**src/rtl/ex_result_buffer_pkg.sv**
```systemverilog
// ex_result_buffer_pkg
// Shared definitions for the execute-stage result buffer:
//   - default widths for result data, destination tag and instruction code
//   - skid-buffer state encoding (the encoding doubles as the occupancy count)
//   - reset value of the condition-code register, ordered {zf, sf, of}
package ex_result_buffer_pkg;

  localparam int DATA_W_DEF = 64;
  localparam int TAG_W_DEF  = 4;
  localparam int OP_W_DEF   = 4;

  // Encoded so that the state value equals the number of held entries.
  typedef enum logic [1:0] {
    ST_EMPTY = 2'd0,
    ST_ONE   = 2'd1,
    ST_TWO   = 2'd2
  } buf_state_e;

  // After reset the machine looks as if the last result was zero.
  localparam logic [2:0] CC_RESET = 3'b100;

endpackage

```
**src/rtl/ex_cc_reg.sv**
```systemverilog
// ex_cc_reg
// Architectural condition-code register with write enable.
// Ports:
//   clk  - rising-edge clock
//   rst  - asynchronous active-high reset, loads CC_RESET
//   we   - write enable
//   d    - new condition codes {zf, sf, of}
//   q    - current condition codes {zf, sf, of}
module ex_cc_reg
  import ex_result_buffer_pkg::*;
(
  input  logic       clk,
  input  logic       rst,
  input  logic       we,
  input  logic [2:0] d,
  output logic [2:0] q
);

  always_ff @(posedge clk or posedge rst) begin
    if (rst) begin
      q <= CC_RESET;
    end else if (we) begin
      q <= d;
    end
  end

endmodule

```
**src/rtl/ex_result_buffer.sv**
```systemverilog
// ex_result_buffer
// Two-entry skid buffer between the 64-bit ALU units and the memory stage.
// Holds result, destination tag and instruction code in order, and updates
// the condition-code register when a set_cc result is accepted.
//
// Handshake: a transfer happens on a rising edge where valid and ready are
// both 1. Producers hold their payload stable while valid is high and not
// yet accepted; ready never depends combinationally on the other side's
// valid or ready (in_ready is a flop, out_* come straight from the head).
//
// Ports:
//   clk, rst                  - clock, asynchronous active-high reset
//   in_valid / in_ready       - ALU-side handshake
//   in_valE, in_dstE, in_icode- payload carried to the memory stage
//   in_zf, in_sf, in_of       - ALU flags, written to CC when in_set_cc
//   in_set_cc                 - accepted result updates the CC register
//   out_valid / out_ready     - memory-side handshake
//   out_valE, out_dstE, out_icode - head entry payload
//   flush                     - synchronous squash of held and incoming entries
//   cc_zf, cc_sf, cc_of       - architectural condition codes
//   occupancy                 - entries held (0..2), equal to the FSM state
module ex_result_buffer
  import ex_result_buffer_pkg::*;
#(
  parameter int DATA_W = DATA_W_DEF,
  parameter int TAG_W  = TAG_W_DEF,
  parameter int OP_W   = OP_W_DEF
) (
  input  logic              clk,
  input  logic              rst,
  input  logic              in_valid,
  output logic              in_ready,
  input  logic [DATA_W-1:0] in_valE,
  input  logic              in_zf,
  input  logic              in_sf,
  input  logic              in_of,
  input  logic              in_set_cc,
  input  logic [TAG_W-1:0]  in_dstE,
  input  logic [OP_W-1:0]   in_icode,
  output logic              out_valid,
  input  logic              out_ready,
  output logic [DATA_W-1:0] out_valE,
  output logic [TAG_W-1:0]  out_dstE,
  output logic [OP_W-1:0]   out_icode,
  input  logic              flush,
  output logic              cc_zf,
  output logic              cc_sf,
  output logic              cc_of,
  output logic [1:0]        occupancy
);

  buf_state_e state, state_next;

  logic              in_ready_q;
  logic [DATA_W-1:0] h_valE,  s_valE;
  logic [TAG_W-1:0]  h_dstE,  s_dstE;
  logic [OP_W-1:0]   h_icode, s_icode;

  logic accept;
  logic pop;
  logic load_h_in;   // head takes the incoming entry
  logic load_s_in;   // skid takes the incoming entry
  logic load_h_s;    // head takes the skid entry
  logic cc_we;
  logic [2:0] cc_q;

  assign accept = in_valid & in_ready_q;
  assign pop    = out_valid & out_ready;

  // Next-state and load controls.
  always_comb begin
    state_next = state;
    load_h_in  = 1'b0;
    load_s_in  = 1'b0;
    load_h_s   = 1'b0;
    case (state)
      ST_EMPTY: begin
        if (accept) begin
          load_h_in  = 1'b1;
          state_next = ST_ONE;
        end
      end
      ST_ONE: begin
        if (accept && pop) begin
          load_h_in = 1'b1;
        end else if (accept) begin
          load_s_in  = 1'b1;
          state_next = ST_TWO;
        end else if (pop) begin
          state_next = ST_EMPTY;
        end
      end
      ST_TWO: begin
        // in_ready is low here, so no accept can occur.
        if (pop) begin
          load_h_s   = 1'b1;
          state_next = ST_ONE;
        end
      end
      default: begin
        state_next = ST_EMPTY;
      end
    endcase
    // Flush discards everything, including the entry presented this cycle.
    if (flush) begin
      state_next = ST_EMPTY;
      load_h_in  = 1'b0;
      load_s_in  = 1'b0;
      load_h_s   = 1'b0;
    end
  end

  always_ff @(posedge clk or posedge rst) begin
    if (rst) begin
      state      <= ST_EMPTY;
      in_ready_q <= 1'b1;
    end else begin
      state      <= state_next;
      // Registered copy of (state != TWO) so in_ready has no path from out_ready.
      in_ready_q <= (state_next != ST_TWO);
    end
  end

  always_ff @(posedge clk or posedge rst) begin
    if (rst) begin
      h_valE  <= '0;
      h_dstE  <= '0;
      h_icode <= '0;
    end else if (load_h_in) begin
      h_valE  <= in_valE;
      h_dstE  <= in_dstE;
      h_icode <= in_icode;
    end else if (load_h_s) begin
      h_valE  <= s_valE;
      h_dstE  <= s_dstE;
      h_icode <= s_icode;
    end
  end

  always_ff @(posedge clk or posedge rst) begin
    if (rst) begin
      s_valE  <= '0;
      s_dstE  <= '0;
      s_icode <= '0;
    end else if (load_s_in) begin
      s_valE  <= in_valE;
      s_dstE  <= in_dstE;
      s_icode <= in_icode;
    end
  end

  // CC follows accept time, not pop time; a flushed input never writes it.
  assign cc_we = accept & in_set_cc & ~flush;

  ex_cc_reg u_cc_reg (
    .clk (clk),
    .rst (rst),
    .we  (cc_we),
    .d   ({in_zf, in_sf, in_of}),
    .q   (cc_q)
  );

  assign {cc_zf, cc_sf, cc_of} = cc_q;

  assign in_ready  = in_ready_q;
  assign out_valid = (state != ST_EMPTY);
  assign out_valE  = h_valE;
  assign out_dstE  = h_dstE;
  assign out_icode = h_icode;
  assign occupancy = state;

endmodule

```
**config.mk**
```make
export PLATFORM = sky130hd
export DESIGN_NAME = ex_result_buffer
export DESIGN_NICKNAME = d
export VERILOG_FILES = /design/src/rtl/ex_result_buffer_pkg.sv /design/src/rtl/ex_cc_reg.sv /design/src/rtl/ex_result_buffer.sv
export SDC_FILE = /design/constraint.sdc
export NUM_CORES = 1
export LEC_CHECK = 0
export CAP_MARGIN = 10
export CORE_MARGIN = 3
export CORE_UTILIZATION = 51
export CTS_BUF_LIST = sky130_fd_sc_hd__clkbuf_8
export DETAILED_ROUTE_END_ITERATION = 16
export PLACE_DENSITY_LB_ADDON = 0.2
export SYNTH_ARGS = -nofsm -noshare
export SYNTH_HDL_FRONTEND = slang
export SYNTH_HIERARCHICAL = 1
export SYNTH_SLANG_ARGS = --single-unit
```
**constraint.sdc**
```tcl
create_clock -name clk -period 6 [get_ports clk]
set_input_delay 0.9 -clock clk [delete_from_list [all_inputs] [get_ports clk]]
set_output_delay 0.9 -clock clk [all_outputs]
set_load 0.01 [all_outputs]
```
After elaboration in Yosys (flattened, before gate mapping)
Index checks and enable logic that the tools add are counted.
{ "totals": {"out_inout_bits": 79, "latch_bits": 0, "register_bits": 150, "rom_bits": 0, "n_memories": 0, "input_bits": 81, "ramBits": 0, "wordCells": 44} }
{ "op_classes": {"n_bitwise": 5, "multipliers": 0, "eq_ne": 3, "reduce_logical": 4, "n_mux": 23, "addsub": 0, "magnitude_cmp": 0, "shifts": 0, "div": 0} }
{ "ops": {"columns": ["cell", "count"], "rows": [
  ["$mux W64", 2],
  ["$mux W4", 4],
  ["$mux W2", 6],
  ["$mux W1", 9],
  ["$pmux W2 S3", 1],
  ["$and A1 B1 Y1", 4],
  ["$reduce_bool A2 Y1", 2],
  ["$eq A2 B1 Y1 const B", 1],
  ["$eq A2 B2 Y1 const B", 1],
  ["$logic_not A2 Y1", 1],
  ["$ne A2 B2 Y1 const B", 1],
  ["$pmux W1 S2", 1],
  ["$logic_and A1 B1 Y1", 1],
  ["$not A1 Y1", 1]
]} }

Logic depth before layout (Yosys ltp)
Gate-level depths: netlist of run 1.
{ "depth": {"depth_word": 8, "mapped_depth": 6, "ltp_nobuf": 4} }

Hierarchy
Netlist of run 1, hierarchy kept.
{ "by_module_without_submodules": {"columns": ["mod", "area_each_um2", "cells_each", "seq_area_each_um2", "n_inst"], "rows": [
  ["ex_result_buffer", 6140.9, 484, 3679.8, 1],
  ["ex_cc_reg", 113.9, 7, 76.3, 1]
]} }

Least setup slack after synthesis of run 1
OpenSTA, ideal clock, no wires.
{ "synth_path": {"path_kind": "input to register", "start": "input port in_valid", "end": "register s_dstE[0]", "t_arrival_ps": 1973, "stages": 6, "setup_ps": 125, "path_slack_ps": 3902, "n_path_buf": 2, "cell_sequence": "nand2_1 > nor2_1 > nand3b_1 > clkbuf_1 > buf_2 > mux2_2"} }
{ "synth_via": {"elab_chain_cells": 5, "elab_cells_between_ends": 6} }
{ "synth_rtl": {"columns": ["item", "line_no", "text"], "rows": [
  ["start, declared", "ex_result_buffer.sv:31", "input logic in_valid,"],
  ["$and A1 B1 Y1 *", "ex_result_buffer.sv:67", "assign accept = in_valid & in_ready_q;"],
  ["$mux W1 / $logic_and A1 B1 Y1 (equally long branches)", "ex_result_buffer.sv:86, ex_result_buffer.sv:84", null],
  ["$mux W1 *", "ex_result_buffer.sv:84", "if (accept && pop) begin"],
  ["$mux W1 *", "ex_result_buffer.sv:76", "case (state)"],
  ["$mux W1 *", "ex_result_buffer.sv:105", "if (flush) begin"],
  ["end signal, assigned", "ex_result_buffer.sv:147", "s_dstE <= in_dstE;"],
  ["end, declared", "ex_result_buffer.sv:56", "logic [TAG_W-1:0] h_dstE, s_dstE;"]
]} }
Mark *: on every way between the ends. The rest lies on a longest branch, timed or not.
A chain may end at the register's enable or synchronous reset.

Worst setup path in the final report of run 1
{ "layout_path": {"start": "input port out_ready", "end": "register h_valE[27] (netlist: out_valE[27])"} }
{ "layout_via": {"elab_chain_cells": 6, "elab_cells_between_ends": 10} }
{ "layout_rtl": {"columns": ["item", "line_no", "text"], "rows": [
  ["start, declared", "ex_result_buffer.sv:41", "input logic out_ready,"],
  ["$and A1 B1 Y1 *", "ex_result_buffer.sv:68", "assign pop = out_valid & out_ready;"],
  ["$logic_and A1 B1 Y1", "ex_result_buffer.sv:84", null],
  ["$mux W1", "ex_result_buffer.sv:84", null],
  ["$pmux W1 S2", "ex_result_buffer.sv:76", null],
  ["$mux W1", "ex_result_buffer.sv:105", null],
  ["$mux W64 / $reduce_bool A2 Y1 (equally long branches)", null, null],
  ["end signal, assigned", "ex_result_buffer.sv:130", "h_valE <= in_valE;"],
  ["end signal, assigned", "ex_result_buffer.sv:134", "h_valE <= s_valE;"],
  ["end, declared", "ex_result_buffer.sv:55", "logic [DATA_W-1:0] h_valE, s_valE;"]
]} }
Marked as above.

==> results of run 1 <==
==> worst max-delay path: stages <==
cell and delay, ns:
clkdlybuf4s50_1 0.54, nand2_1 0.11, nor3_2 0.12, buf_4 0.55, buf_4 0.65, mux2i_1 0.31, a21oi_1 0.09
==> cell families after synthesis <==
group	after synthesis	synth area share [%]
AO/OA/AOI/OAI	74	6.02
flip-flops	150	60.1
AND/OR/NAND/NOR	84	5.38
buffers and inverters	34	3.20
multiplexers	149	25.3
==> cells in the final DEF (no fill, tap or decap), types with 2 or more instances in the layout <==
| master | count |
|---|---|
| mux2i_1 | 74 |
| mux2_2 | 75 |
| clkdlybuf4s50_1 | 159 |
| buf_4 | 6 |
| clkinv_2 | 3 |
| dfstp_2 | 2 |
| nand2_1 | 2 |
| nor2_1 | 74 |
| clkbuf_8 | 21 |
| dfrtp_1 | 148 |
| inv_1 | 6 |
| a21oi_1 | 72 |
==> cells in the mapped netlist (all sizes together) <==
master | number | area, um2
o22a | 1 | 8.76
nand3b | 1 | 7.51
dfrtp | 148 | 3700
o21a | 1 | 7.51
or4 | 1 | 7.51
clkbuf | 8 | 30.0
a21oi | 72 | 360
mux2 | 75 | 845
nor3 | 2 | 10.0
or3 | 1 | 6.26
mux2i | 74 | 741
nor2b | 1 | 6.26
inv | 2 | 7.51
or2 | 1 | 6.26
dfstp | 2 | 52.6
buf | 24 | 163
nand2 | 2 | 7.51
nor3b | 1 | 7.51
nor2 | 74 | 278
==> registers in the layout, indices dropped and copies added (netlist names) <==
name and flops:
out_icode 4, out_valE 64, s_icode 4, s_dstE 4
in_ready 1, out_dstE 4, u_cc_reg/q 3, s_valE 64
occupancy 2
==> power by group <==
| part | switching (mW) | total, mW | internal (mW) |
|---|---|---|---|
| clock network | 0.335 | 0.693 | 0.358 |
| registers | 0.134 | 1.39 | 1.26 |
| logic | 0.249 | 0.649 | 0.400 |
| total | 0.719 | 2.74 | 2.02 |
==> metal layers <==
metal	global-route usage, %	vias up	share of wire (%)	routed length, um
met5	0	-	0	0
met3	6.79	19	6.2	836
met2	34.5	112	50	6800
met1	25.5	2085	42	5660
met4	8.10	0	1.4	195
li1	-	2002	-	-
==> per-stage QoR <==
stage | power [mW] | worst slack [ns] | area, um2
after detailed placement | 2.07 | 2.52 | 7890
after global routing | 2.89 | 2.80 | 8240
after floorplan | 1.72 | 1.15 | 6250
final | 2.74 | 2.98 | 8240
after global placement | 2.02 | 2.59 | 7890
after CTS | 2.76 | 2.94 | 8240
==> worst max-delay path by stage <==
stage,slack (ns),depth (start not counted),endpoint
3_5_place_dp,2.52,7,out_dstE[2]
4_1_cts,2.94,7,out_valE[27]
5_1_grt,2.80,6,out_valE[42]
3_3_place_gp,2.59,7,out_dstE[2]
6_report,2.98,7,out_valE[27]
2_1_floorplan,1.15,1,occupancy[0]
==> cell type report <==
class,instances,area [um2]
Tap cell,143,179
Inverter,2,12.5
Fill cell,864,3470
Multi-Input combinational cell,307,2310
Timing Repair Buffer,165,1640
Clock inverter,9,63.8
Sequential cell,150,3760
Clock buffer,21,289
==> metrics.txt, run 1 <==
vias in the first global route around 4500; Avg Vias per Cell 5.29; final std cells w/o fill 797; TritonCTS clock tree done; GRT Total Usage 20.9%; DRC viols 0; share of cells above drive strength 1 around 17%; mapped cell area roughly 6300 um2; RR Startpoint occupancy[1]; Hold Path Stages 1; final hold viol count 0; RSZ-0062 raised after global routing no; wire length per cell between 15 and 20 um; # hold bufs at CTS 0; TritonRoute pass-1 iters 4; outcome finished, final reports clean; largest net degree at the start of global routing 94; worst hold slack around 0.51 ns; relative slew slack between 40% and 50%; critical path required time between 6 and 7 ns; CP arrival 3.30 ns; fmax roughly 330 MHz; die height 117 um; Initial Util a little over half; Area Overhead vs Synth 31.8%; final WL 13500 um; Mapped Nets 572; Rows 39; post-synthesis instance total between 400 and 500; Final setup violation count 0; number of port buffers around 160; Core ar. between 10000 and 15000 um2; VDD IR-drop max between 0.2 and 0.25 mV; Critical Path Sink Type register; Reg clk slew, reported paths around 0.070 ns; nets@finish 724; worst slew pin tran just over 0.8 ns; fin crit period approximately 3.0 ns; Root Buffer clkbuf_8; Setup TNS 0 ns; Pleak 3.40 nW; crit path from out_ready; crit share post-route 50.3%; die area roughly 14000 um2; Synth warnings 6; Min-Delay Path Class register to register; Worst-Skew Late Latency approximately 0.44 ns; synthesized flop and latch total 150; Hold Crit Start s_valE[48]; die boundary width around 120 um; r2r setup slk 3.52 ns; Distinct cells, synth 21; Startpoint Class input port; Critical R2R Capture out_valE[27]; Placed Cells around 770; setup repair bufs after CTS 0; Setup Crit Path Kind input port to register; initial antenna violation count 0; first-pass GRT wire length about 22000 um; dpl hpwl just over 9000 um; Num CTS Buffers 17; total global routing overflow 0; max_cap viols 0; Ports 160; Via Count 4218; Syn Area/Cell 12.7 um2; WHS Endpoint s_valE[48]; ant diodes 0; H-tree depth 4; Max Slew Vio Count 0; sequential element share of the synthesized area 60.1%; CTS Buffer Depth 2; Final Skew 0.00796 ns; clock sink count 150; GPL Wtd Cong ~0.75; Antenna Nets Post-Route 0; worst r2r path cells 6; post-CTS resize count 0; power per cell area around 330 nW/um2; final core occ a little over two thirds; worst-path fanout max 37; DRT iter0 DRCs approximately 290
(Power assumes the default switching activity.)
==> inputs of run 2 (changes only) <==
- CORE_UTILIZATION: 51 -> 46
- clock period: 6 -> 2.4 ns (I/O delays scaled with it)
==> run 2 against run 1 <==
Compared with the run above: design area is 1.6% higher; combinational power is 150% higher; first-iteration DRC count is 20% lower; sequential cell count stayed put; count of clock-buffer cells in the layout is 1 lower; non-clock buffer count is 2 higher; critical path type is now register to output pin; critical endpoint is now out_valid; largest cell class unchanged.
==> metrics.txt, run 2 (synthesized netlist as in run 1, its figures left out) <==
Startpoint Class register; share of cells above drive strength 1 about 17%; Ports between 150 and 200; ant diodes 0; TritonRoute pass-1 iters 4; CP arrival 1.69 ns; DRC viols 0; Num CTS Buffers 17; Critical Path Max Stage Delay ~0.48 ns; worst slew pin tran between 0.4 and 0.5 ns; outcome finished, final reports clean; Design Area, Final ~8400 um2; initial antenna violation count 0; Final WS setup 0.351 ns; Core ar. roughly 13000 um2; fmax 488 MHz; final hold viol count 0; Final Skew between 0.008 and 0.009 ns; clock share of power between 20% and 30%; Max Slew Vio Count 0; TritonCTS clock tree done; Gate power share a little under a quarter; Sequential Power Share around half; net switching power figure approximately 1.8 mW; Initial Util between 40% and 50%; crit share post-route about 85%; critical path required time a little over 2 ns; Min-Delay Path Class input port to async pin; final WL about 13000 um; VDD IR-drop max between 0.5 and 0.6 mV; fin crit period between 2 and 2.5 ns; relative slew slack around two thirds; worst-path fanout max 6; dpl hpwl roughly 8900 um; Area Overhead vs Synth 33.9%; CTS Buffer Depth 2; Reg clk slew, reported paths 0.07 ns; first-pass GRT wire length 21100 um; # hold bufs at CTS 0; worst path cell trace or2_2 > clkdlybuf4s50_1; vias in the first global route ~4400; Top Family by Delay on Critical Path buffers and inverters; Pleak approximately 3.4 nW; power per cell area 811 nW/um2; Sw Share 26.0%; commonest non-fill, non-tap cells in the layout clkdlybuf4s50_1, dfrtp_1, mux2_2, nor2_1, mux2i_1; buffers plus inverters on the worst setup path 1; Rows 41; DRT iter0 DRCs 231; total global routing overflow 0; Setup TNS 0 ns; Root Buffer clkbuf_8; GPL Wtd Cong ~0.74; Avg Vias per Cell about 5; clock sink count 150; Antenna Nets Post-Route 0; Worst-Skew Late Latency approximately 0.43 ns; P_int 5.02 mW; largest net degree at the start of global routing 119; Placed Area 8030 um2; commonest non-fill, non-tap cell in the layout clkdlybuf4s50_1; Final setup violation count 0; Via Count roughly 4200; nets@finish 726; die area roughly 15000 um2; die height 123 um; post-CTS resize count 0; Critical Path Sink Type output pin; GRT Total Usage 18.1%; RSZ-0062 raised after global routing no; slowest CP cell clkdlybuf4s50_1; die boundary width about 120 um; H-tree depth 4; Setup Crit Path Kind register to output pin; Tot Pwr between 6 and 7 mW; max_cap viols 0; wire length per cell between 15 and 20 um; setup repair bufs after CTS 0; pre-CTS setup slack around 0.21 ns; number of port buffers 159; worst hold slack roughly 0.18 ns
==> run 2: cell types whose count changed in the layout (fill, tap and decap cells not counted) <==
cell	delta
clkinv_4	+1
inv_1	+2
clkbuf_8	-1
clkinv_2	-2
clkinvlp_4	+1
buf_4	-5
buf_12	+7
inv_6	-1
==> run 2: per-layer routing <==
| layer | vias to the layer above | part of all wire, % | GRT usage, % |
|---|---|---|---|
| met1 | 2039 | 41 | 21.3 |
| met2 | 118 | 51 | 30.4 |
| met4 | 0 | 1.2 | 7.21 |
| met5 | - | 0 | 0 |
| met3 | 11 | 6.9 | 6.31 |
| li1 | 2011 | - | - |
==> run 2: layout make-up <==
cell class | count | area, um2
Tap cell | 172 | 215
Sequential cell | 150 | 3760
Clock buffer | 20 | 275
Fill cell | 993 | 4600
Timing Repair Buffer | 167 | 1740
Inverter | 2 | 11.3
Clock inverter | 10 | 70.1
Multi-Input combinational cell | 307 | 2310
==> run 2: through the flow <==
step / cells / util (%)
2_1_floorplan: 491 / -
3_3_place_gp: 798 / 61.9
3_5_place_dp: 798 / 61.9
4_1_cts: 828 / 64.5
5_1_grt: 828 / 64.5
6_report: 828 / 64.5
==> run 2: power groups by stage <==
stage / clock, mW / combinational (mW) / sequential, mW
floorplan: 0 / 0.730 / 3.56
global placement: 0 / 1.59 / 3.48
detailed placement: 0 / 1.65 / 3.53
CTS: 1.75 / 1.65 / 3.49
global route: 1.86 / 1.77 / 3.55
finish: 1.69 / 1.62 / 3.48
==> run 2: worst paths after layout <==
kind	cells after the start	startpoint	endpoint	slack, ns
worst max-delay path	2	occupancy[0]	out_valid	0.35
worst min-delay path	2	rst	u_cc_reg/q[1]	0.18
worst max register to register	5	occupancy[0]	out_valE[43]	0.58
worst min register to register	1	s_valE[51]	s_valE[51]	0.51
max in group asynchronous	3	rst	s_valE[3]	1.58
min in group clk	1	s_valE[51]	s_valE[51]	0.51
==> inputs of run 3 (changes only) <==
- CORE_UTILIZATION: 46 -> 44
- CTS_BUF_LIST: sky130_fd_sc_hd__clkbuf_8 -> default
- clock period: 2.4 -> 1.83 ns (I/O delays scaled with it)
==> run 3 against run 2 <==
Compared with the run above: clock skew is 0.0016 ns lower; sequential power up 32%; die area grew 4.3%; non-clock buffer count up 15; final cell count rose by 2.3%; count of clock-buffer cells in the layout unchanged; critical path type unchanged; highest routed layer unchanged.
==> metrics.txt, run 3 (synthesized netlist as in run 1, its figures left out) <==
outcome finished, final reports clean; final core occ between 60% and 70%; commonest non-fill, non-tap cells in the layout clkdlybuf4s50_1, dfrtp_1, mux2_2, nor2_1, mux2i_1; Initial Util a little under half; Startpoint Class register; # hold bufs at CTS 0; crit path from occupancy[0]; VDD IR-drop max slightly above 0.6 mV; DRT iter0 DRCs about 250; Setup TNS 0 ns; RR Startpoint in_ready; Area Overhead vs Synth 40.7%; CTS Buffer Depth 2; final hold viol count 0; Critical Path Max Stage Delay approximately 0.4 ns; GRT Total Usage 18.1%; die area 15700 um2; Num CTS Buffers 17; Top Family by Delay on Critical Path flip-flops; Root Buffer clkbuf_16; Final Skew just under 0.007 ns; Via Count between 4000 and 5000; DRC viols 0; worst r2r path cells 5; initial antenna violation count 0; fin crit period 1.76 ns; TritonCTS clock tree done; Core ar. roughly 14000 um2; worst hold slack 0.114 ns; Pleak between 3 and 4 nW; buffers plus inverters on the worst setup path 2; Rows 42; Final setup violation count 0; share of cells above drive strength 1 between 10% and 20%; power per cell area ~1200 nW/um2; Max Slew Vio Count 0; clock sink count 150; r2r setup slk around 0.14 ns; wire length per cell ~16 um; CP arrival 1.49 ns; Antenna Nets Post-Route 0; largest net degree at the start of global routing 79; Reg clk slew, reported paths around 0.050 ns; ant diodes 0; Critical Path Sink Type output pin; die boundary width between 100 and 150 um; die height 125 um; critical path required time 1.56 ns; number of port buffers ~160; Worst-Skew Late Latency about 0.41 ns; total global routing overflow 0; RSZ-0062 raised after global routing no; Setup Crit Path Kind register to output pin; worst path cell trace buf_4 > or2_2 > clkdlybuf4s15_1; H-tree depth 4; final WL 13800 um; critical path depth in cells 3; commonest non-fill, non-tap cell in the layout clkdlybuf4s50_1; # fillers 1032; Critical R2R Capture s_dstE[2]; worst slew pin tran about 0.42 ns; GPL Wtd Cong about 0.73; crit share post-route just under 100%; relative slew slack 71.9%; Ports 160; slowest CP cell dfrtp_1; first-pass GRT wire length ~23000 um; Avg Vias per Cell slightly above 5; TritonRoute pass-1 iters 4; Min-Delay Path Class input port to async pin; fmax 567 MHz; dpl hpwl ~10000 um; worst-path fanout max 4; vias in the first global route about 4700; max_cap viols 0; nets@finish 741
## run 3: repair_timing
action                     4_1_cts  5_1_grt
gates resized for setup          2        0
setup endpoints to repair        1        2
buffers inserted                 0        1
## run 3: worst reg2reg max path, cell delays in order, from the launching register on
cell	delay (ns)
dfstp_2	0.53
nand2_1	0.09
nor2_1	0.14
nand3b_1	0.22
buf_12	0.26
mux2_2	0.33
## run 3: worst max path at each step
| stage | to | slack, ns |
|---|---|---|
| global route | occupancy[0] | 0.01 |
| CTS | out_valid | 0.03 |
| floorplan | occupancy[0] | -0.29 |
| detailed placement | out_valE[44] | -0.16 |
| global placement | out_valE[54] | -0.1 |
| finish | out_valid | 0.07 |
## run 3: layout make-up
cell class	count	area [um2]	area share, %
Sequential cell	150	3760	42.7
Inverter	2	11.3	0.128
Clock inverter	10	153	1.73
Clock buffer	20	467	5.30
Tap cell	176	220	2.50
Timing Repair Buffer	182	1890	21.5
Multi-Input combinational cell	307	2310	26.2
## run 3: report_power, final
part | switching, mW | internal (mW)
clock | 1.25 | 2.36
combinational | 0.816 | 1.34
sequential | 0.445 | 4.14
total | 2.51 | 7.84
## run 3: metrics by stage
step                total power, mW  instances  cell area (um2)  setup slack (ns)
floorplan                      5.63        491             6260            -0.291
global placement               6.68        816             8180           -0.0994
detailed placement             6.82        816             8180            -0.157
CTS                            10.5        846             8800            0.0305
global route                   10.9        847             8800            0.0134
finish                         10.4        847             8800            0.0655
## run 3: per-layer routing
| metal | up-vias | wire length (um) | global-route usage (%) |
|---|---|---|---|
| met5 | - | 0 | 0 |
| met1 | 2124 | 5810 | 22.0 |
| met3 | 24 | 743 | 4.99 |
| met4 | 0 | 284 | 7.08 |
| met2 | 120 | 7010 | 30.9 |
| li1 | 2047 | - | - |
